$ cat config.mk
export PLATFORM = sky130hd
export DESIGN_NAME = pipe_scoreboard
export DESIGN_NICKNAME = d
export VERILOG_FILES = /design/src/rtl/pipe_scoreboard.sv
export SDC_FILE = /design/constraint.sdc
export NUM_CORES = 1
export LEC_CHECK = 0
export ABC_AREA = 0
export CAP_MARGIN = 20
export CORE_ASPECT_RATIO = 1.1
export CORE_MARGIN = 10
export CORE_UTILIZATION = 45
export DETAILED_ROUTE_END_ITERATION = 6
export HOLD_SLACK_MARGIN = 0.06
export PLACE_DENSITY = 0.76
export SLEW_MARGIN = 20
export SYNTH_ARGS = -nofsm -noshare
export SYNTH_HDL_FRONTEND = slang
export SYNTH_SLANG_ARGS = --single-unit
$ cat constraint.sdc
create_clock -name clk -period 3.48 [get_ports clk]
set_clock_uncertainty 0.05 [all_clocks]
set_input_delay 0.696 -clock clk [delete_from_list [all_inputs] [get_ports clk]]
set_output_delay 0.696 -clock clk [all_outputs]
set_load 0.02 [all_outputs]
$ cat src/rtl/pipe_scoreboard.sv
// ---------------------------------------------------------------------------
// pipe_scoreboard
//
// Register scoreboard and forwarding-select unit for an RV32I pipeline.
// A shadow chain mirrors the destination-register state of every post-decode
// stage. It advances under the same per-stage load enables and flushes as the
// datapath registers. Each cycle the decoding instruction's sources are
// checked against the chain. The result is a per-source forward select, or a
// decode stall when the producing value is not yet available.
//
// Parameters
//   NUM_STAGES  tracked post-decode stages (0 = EX, NUM_STAGES-1 = last)
//   NUM_SRC     source operands per instruction
//   REG_AW      register address width
//   LOAD_STAGE  first stage index whose load data can be forwarded
//   FWD_EN      1 = forwarding, 0 = stall on any dependency
//
// Ports
//   clk           clock, rising edge
//   rst           asynchronous active-low reset
//   id_valid      decode holds a real instruction
//   id_rs         packed source registers, src s at [s*REG_AW +: REG_AW]
//   id_rd         decode destination register
//   id_wen        decode instruction writes id_rd
//   id_is_load    decode instruction is a load
//   stage_load    per-stage advance enable
//   flush         per-stage bubble insert (wins over stage_load)
//   stall_id      hold decode, unresolvable RAW hazard
//   fwd_sel       per source: 0 = register file, k = stage k-1
//   inflight_cnt  tracked entries that will write a nonzero register
// ---------------------------------------------------------------------------
module pipe_scoreboard #(
   parameter int NUM_STAGES = 3,
   parameter int NUM_SRC    = 2,
   parameter int REG_AW     = 5,
   parameter int LOAD_STAGE = 1,
   parameter int FWD_EN     = 1,
   localparam int FWD_W     = $clog2(NUM_STAGES + 1),
   localparam int CNT_W     = $clog2(NUM_STAGES + 1)
) (
   input  logic                        clk,
   input  logic                        rst,
   input  logic                        id_valid,
   input  logic [NUM_SRC*REG_AW-1:0]   id_rs,
   input  logic [REG_AW-1:0]           id_rd,
   input  logic                        id_wen,
   input  logic                        id_is_load,
   input  logic [NUM_STAGES-1:0]       stage_load,
   input  logic [NUM_STAGES-1:0]       flush,
   output logic                        stall_id,
   output logic [NUM_SRC*FWD_W-1:0]    fwd_sel,
   output logic [CNT_W-1:0]            inflight_cnt
);

   // Shadow entries, one per tracked stage. A bubble has every field zero.
   logic [NUM_STAGES-1:0] ent_valid;
   logic [NUM_STAGES-1:0] ent_wen;
   logic [NUM_STAGES-1:0] ent_load;
   logic [REG_AW-1:0]     ent_rd [NUM_STAGES];

   logic [NUM_SRC-1:0]       src_stall;
   logic [NUM_SRC*FWD_W-1:0] fwd_raw;
   logic [CNT_W-1:0]         cnt_acc;

   // ---- shift chain update ------------------------------------------------
   always_ff @(posedge clk or negedge rst) begin
      if (!rst) begin
         ent_valid <= '0;
         ent_wen   <= '0;
         ent_load  <= '0;
         for (int i = 0; i < NUM_STAGES; i++) begin
            ent_rd[i] <= '0;
         end
      end else begin
         // Stage 0 captures from decode; a stalled decode becomes a bubble.
         if (flush[0]) begin
            ent_valid[0] <= 1'b0;
            ent_wen[0]   <= 1'b0;
            ent_load[0]  <= 1'b0;
            ent_rd[0]    <= '0;
         end else if (stage_load[0]) begin
            ent_valid[0] <= id_valid & ~stall_id;
            ent_wen[0]   <= id_wen;
            ent_load[0]  <= id_is_load;
            ent_rd[0]    <= id_rd;
         end
         for (int i = 1; i < NUM_STAGES; i++) begin
            if (flush[i]) begin
               ent_valid[i] <= 1'b0;
               ent_wen[i]   <= 1'b0;
               ent_load[i]  <= 1'b0;
               ent_rd[i]    <= '0;
            end else if (stage_load[i]) begin
               if (stage_load[i-1]) begin
                  ent_valid[i] <= ent_valid[i-1];
                  ent_wen[i]   <= ent_wen[i-1];
                  ent_load[i]  <= ent_load[i-1];
                  ent_rd[i]    <= ent_rd[i-1];
               end else begin
                  // Upstream stage is held, so this stage receives a bubble.
                  ent_valid[i] <= 1'b0;
                  ent_wen[i]   <= 1'b0;
                  ent_load[i]  <= 1'b0;
                  ent_rd[i]    <= '0;
               end
            end
         end
      end
   end

   // ---- hazard resolution -------------------------------------------------
   // Scanning from the oldest stage down to the youngest lets the youngest
   // match overwrite any older one.
   always_comb begin
      src_stall = '0;
      fwd_raw   = '0;
      for (int s = 0; s < NUM_SRC; s++) begin
         for (int k = NUM_STAGES - 1; k >= 0; k--) begin
            if (ent_valid[k] && ent_wen[k] &&
                (ent_rd[k] == id_rs[s*REG_AW +: REG_AW]) &&
                (id_rs[s*REG_AW +: REG_AW] != '0)) begin
               if ((FWD_EN == 0) || (ent_load[k] && (k < LOAD_STAGE))) begin
                  src_stall[s]              = 1'b1;
                  fwd_raw[s*FWD_W +: FWD_W] = '0;
               end else begin
                  src_stall[s]              = 1'b0;
                  fwd_raw[s*FWD_W +: FWD_W] = FWD_W'(k + 1);
               end
            end
         end
      end
   end

   // Reset gating keeps the outputs quiet even while decode inputs are live.
   assign stall_id = rst & id_valid & (|src_stall);
   assign fwd_sel  = (!rst || !id_valid || stall_id) ? '0 : fwd_raw;

   // ---- in-flight writer count -------------------------------------------
   always_comb begin
      cnt_acc = '0;
      for (int k = 0; k < NUM_STAGES; k++) begin
         if (ent_valid[k] && ent_wen[k] && (ent_rd[k] != '0)) begin
            cnt_acc = cnt_acc + CNT_W'(1);
         end
      end
   end

   assign inflight_cnt = rst ? cnt_acc : '0;

endmodule
==> flow_summary.toml <==
[run_status]
status = "finished clean"

[final_layout]
seqCellArea_sq_um = 551
syn_to_final_growth_pct = 32.7
num-nets-final = 245
final_common_cell = "clkdlybuf4s50_1"
drive_gt1_share_pct = 14.9
post-route-util_pct = 61.1
mostFrequentLayoutCells = "clkdlybuf4s50_1 (26), xnor2_1 (23), dfrtp_1 (22)"
antenna_cells = 0
multi_input_area_sq_um = 947
num-fill-cells = 297

[synthesis]
postSynthAreaPerCell_sq_um = 8.94
synth.area.top_cells = "dfrtp_1 (36%), xnor2_1 (13%), nand2b_1 (6.6%)"
yosys_warnings = 0
synth-seq-cells = 22
syn_inst = 170
seq_area_frac_synth_pct = 36.2
synth_top_area_share_pct = 36.2
ys_types = 31
syn_nets = 198
synth_top_area_cell = "dfrtp_1"
syn_area_sq_um = 1520

[timing]
fmax_ghz = 0.296
rsz0062_at_grt = "false"
fin_crit_sh_pct = 97.2
fin_hold_ws_ns = 0.493
slew_viol_final = 0
relSlewSlack_pct = 51.8
hold_violations = 0
worst_pin_slew_ns = 0.721
final.min_clock_period_ns = 3.38
setup_viol_count_final = 0

[clocking]
cts_root_buf = "clkbuf_4"
cts_setup_buffers = 0
cts-buffers-inserted = 3
cts.path.max_buffers = 2
clk-insertion-delay-late_ns = 0.29
clock_sinks = 22
h-tree-depth = 1
clk_pin_slew_ns = 0.11
cts_tree = "done"

[critical_path]
crit_type = "in -> out"
cp.arrival_ns = 2.64
r2r-start = "ent_rd[14]"
endpoint_kind = "output pin"
cp.required_ns = 2.73
crit_start = "id_rs[5]"
startpoint_type = "input port"
path_max_fanout = 5

[detailed_routing]
remaining_drc_errors = 0
routed-via-count = 1375
post_drt_via_cell_ratio = 5.48
drt_iter0_drc = 77
dr.pass1.iters = 6
routedWlPerCell_microns = 16.0
drtAntennaViolNets = 0
drt-total-wl_microns = 4020

[pwr]
powerDensity_nw_per_um2 = 246
power_w = 0.000495
p_leak_nw = 0.800
vdd_drop_max_mv = 0.246

[floorplan]
rows = 22
start_util_pct = 46.0
die_area_sq_um = 6110
core_region_area_sq_um = 3300
die_y_microns = 81.0
die_x_microns = 75.4
ios = 33

[global_route]
grt_use_total_pct = 13.6
grt_max_degree = 23
grt_antenna_before_repair = 0
grt_pass1_wl_microns = 6570
grt_pass1_vias = 1356
gr-total-overflow = 0

[placed_design]
dp_hpwl_microns = 3290
numPortBuffers = 32
finalWeightedCongestion = 0.834

[job]
drv_cap = 0

[hold_path]
worstHoldPathType = "reg -> reg"
hold_start = "ent_wen[2]"
==> worst paths after layout <==
path | endpoint | slack, ns | depth (start not counted)
worst max-delay path | stall_id | 0.1 | 6
worst max register to register | ent_valid[0] | 1.64 | 6
max in group asynchronous | ent_rd[14] | 2.25 | 3
worst min-delay path | ent_wen[2] | 0.49 | 2
worst min register to register | ent_wen[2] | 0.49 | 2
min in group asynchronous | ent_rd[0] | 0.91 | 3
==> synth_stat cells <==
library cell  count
xnor2_1          23
dfrtp_1          22
nand2b_1         16
a21oi_1          14
nand3_1          14
nor2_1           11
nand2_1           8
inv_1             7
mux2i_1           7
nor4_1            5
clkbuf_1          4
nand4_1           4
or4_1             4
xor2_1            4
a211oi_1          2
a221o_1           2
and2_1            2
buf_1             2
ha_1              2
nor2_2            2
nor3b_1           2
o221ai_1          2
o22ai_1           2
or4_4             2
a211oi_4          1
a21o_1            1
a21oi_2           1
nand3b_1          1
o21ai_0           1
o21ai_2           1
or2_2             1
==> per-layer routing <==
layer  vias up  global-route usage (%)  routed length (microns)
li1        693                       -                        -
met4         0                    4.65                       40
met3         2                   0.976                       66
met2        19                    25.3                     2180
met1       661                    15.7                     1730
met5         -                       0                        0
==> critical path, cell delays in order <==
cell	delay (ns)
clkdlybuf4s50_1	0.62
xnor2_1	0.16
nand4_1	0.10
or4_4	0.47
a211oi_4	0.22
dlygate4sd2_1	0.36
==> state kept, by name (all words and copies together), names as in the netlist <==
| register | cells |
|---|---|
| ent_rd | 15 |
| ent_valid | 3 |
| ent_load | 1 |
| ent_wen | 3 |
==> logic make-up (layout without fill, tap and decap cells) <==
family / after synthesis / after routing / share of synthesized area [%]
adders and majority gates: 2 / 2 / 1.65
muxes: 7 / 7 / 4.61
DFF: 22 / 22 / 36.2
xor gates and xnor gates: 27 / 27 / 15.6
and+or+nand+nor: 72 / 72 / 26.6
AOI/OAI and AO/OA: 27 / 27 / 12.2
buffers and inverters: 13 / 58 / 3.21
==> power by group <==
part | internal [W] | leakage [nW] | switching [W]
clock | 0.0000402 | 0.0138 | 0.0000675
sequential | 0.000263 | 0.301 | 0.0000108
combinational | 0.0000632 | 0.485 | 0.0000509
==> repair_timing <==
action                                  CTS  global route
hold buffers                              0             0
endpoints found under the setup margin    5             5
gates resized for setup                   7            14
==> metrics by stage <==
step           setup WS (ns)  cells  cell area (sq um)  TNS [ns]
5_1_grt               0.0100    251               2020         0
4_1_cts               0.0224    251               2010         0
3_5_place_dp          -0.319    248               1980     -1.23
3_3_place_gp          -0.250    248               1980     -1.08
2_1_floorplan          0.589    170               1520         0
6_report              0.0981    251               2020         0
==> area by class of cell <==
class	instances	share of cell area, %
sequential	22	27.3
timing repair buffer	48	21.1
multi-input combinational	135	47.0
inverter	7	1.30
clock buffer	3	1.12
tap	36	2.23
Note: power is estimated with default switching activity, not from simulation.
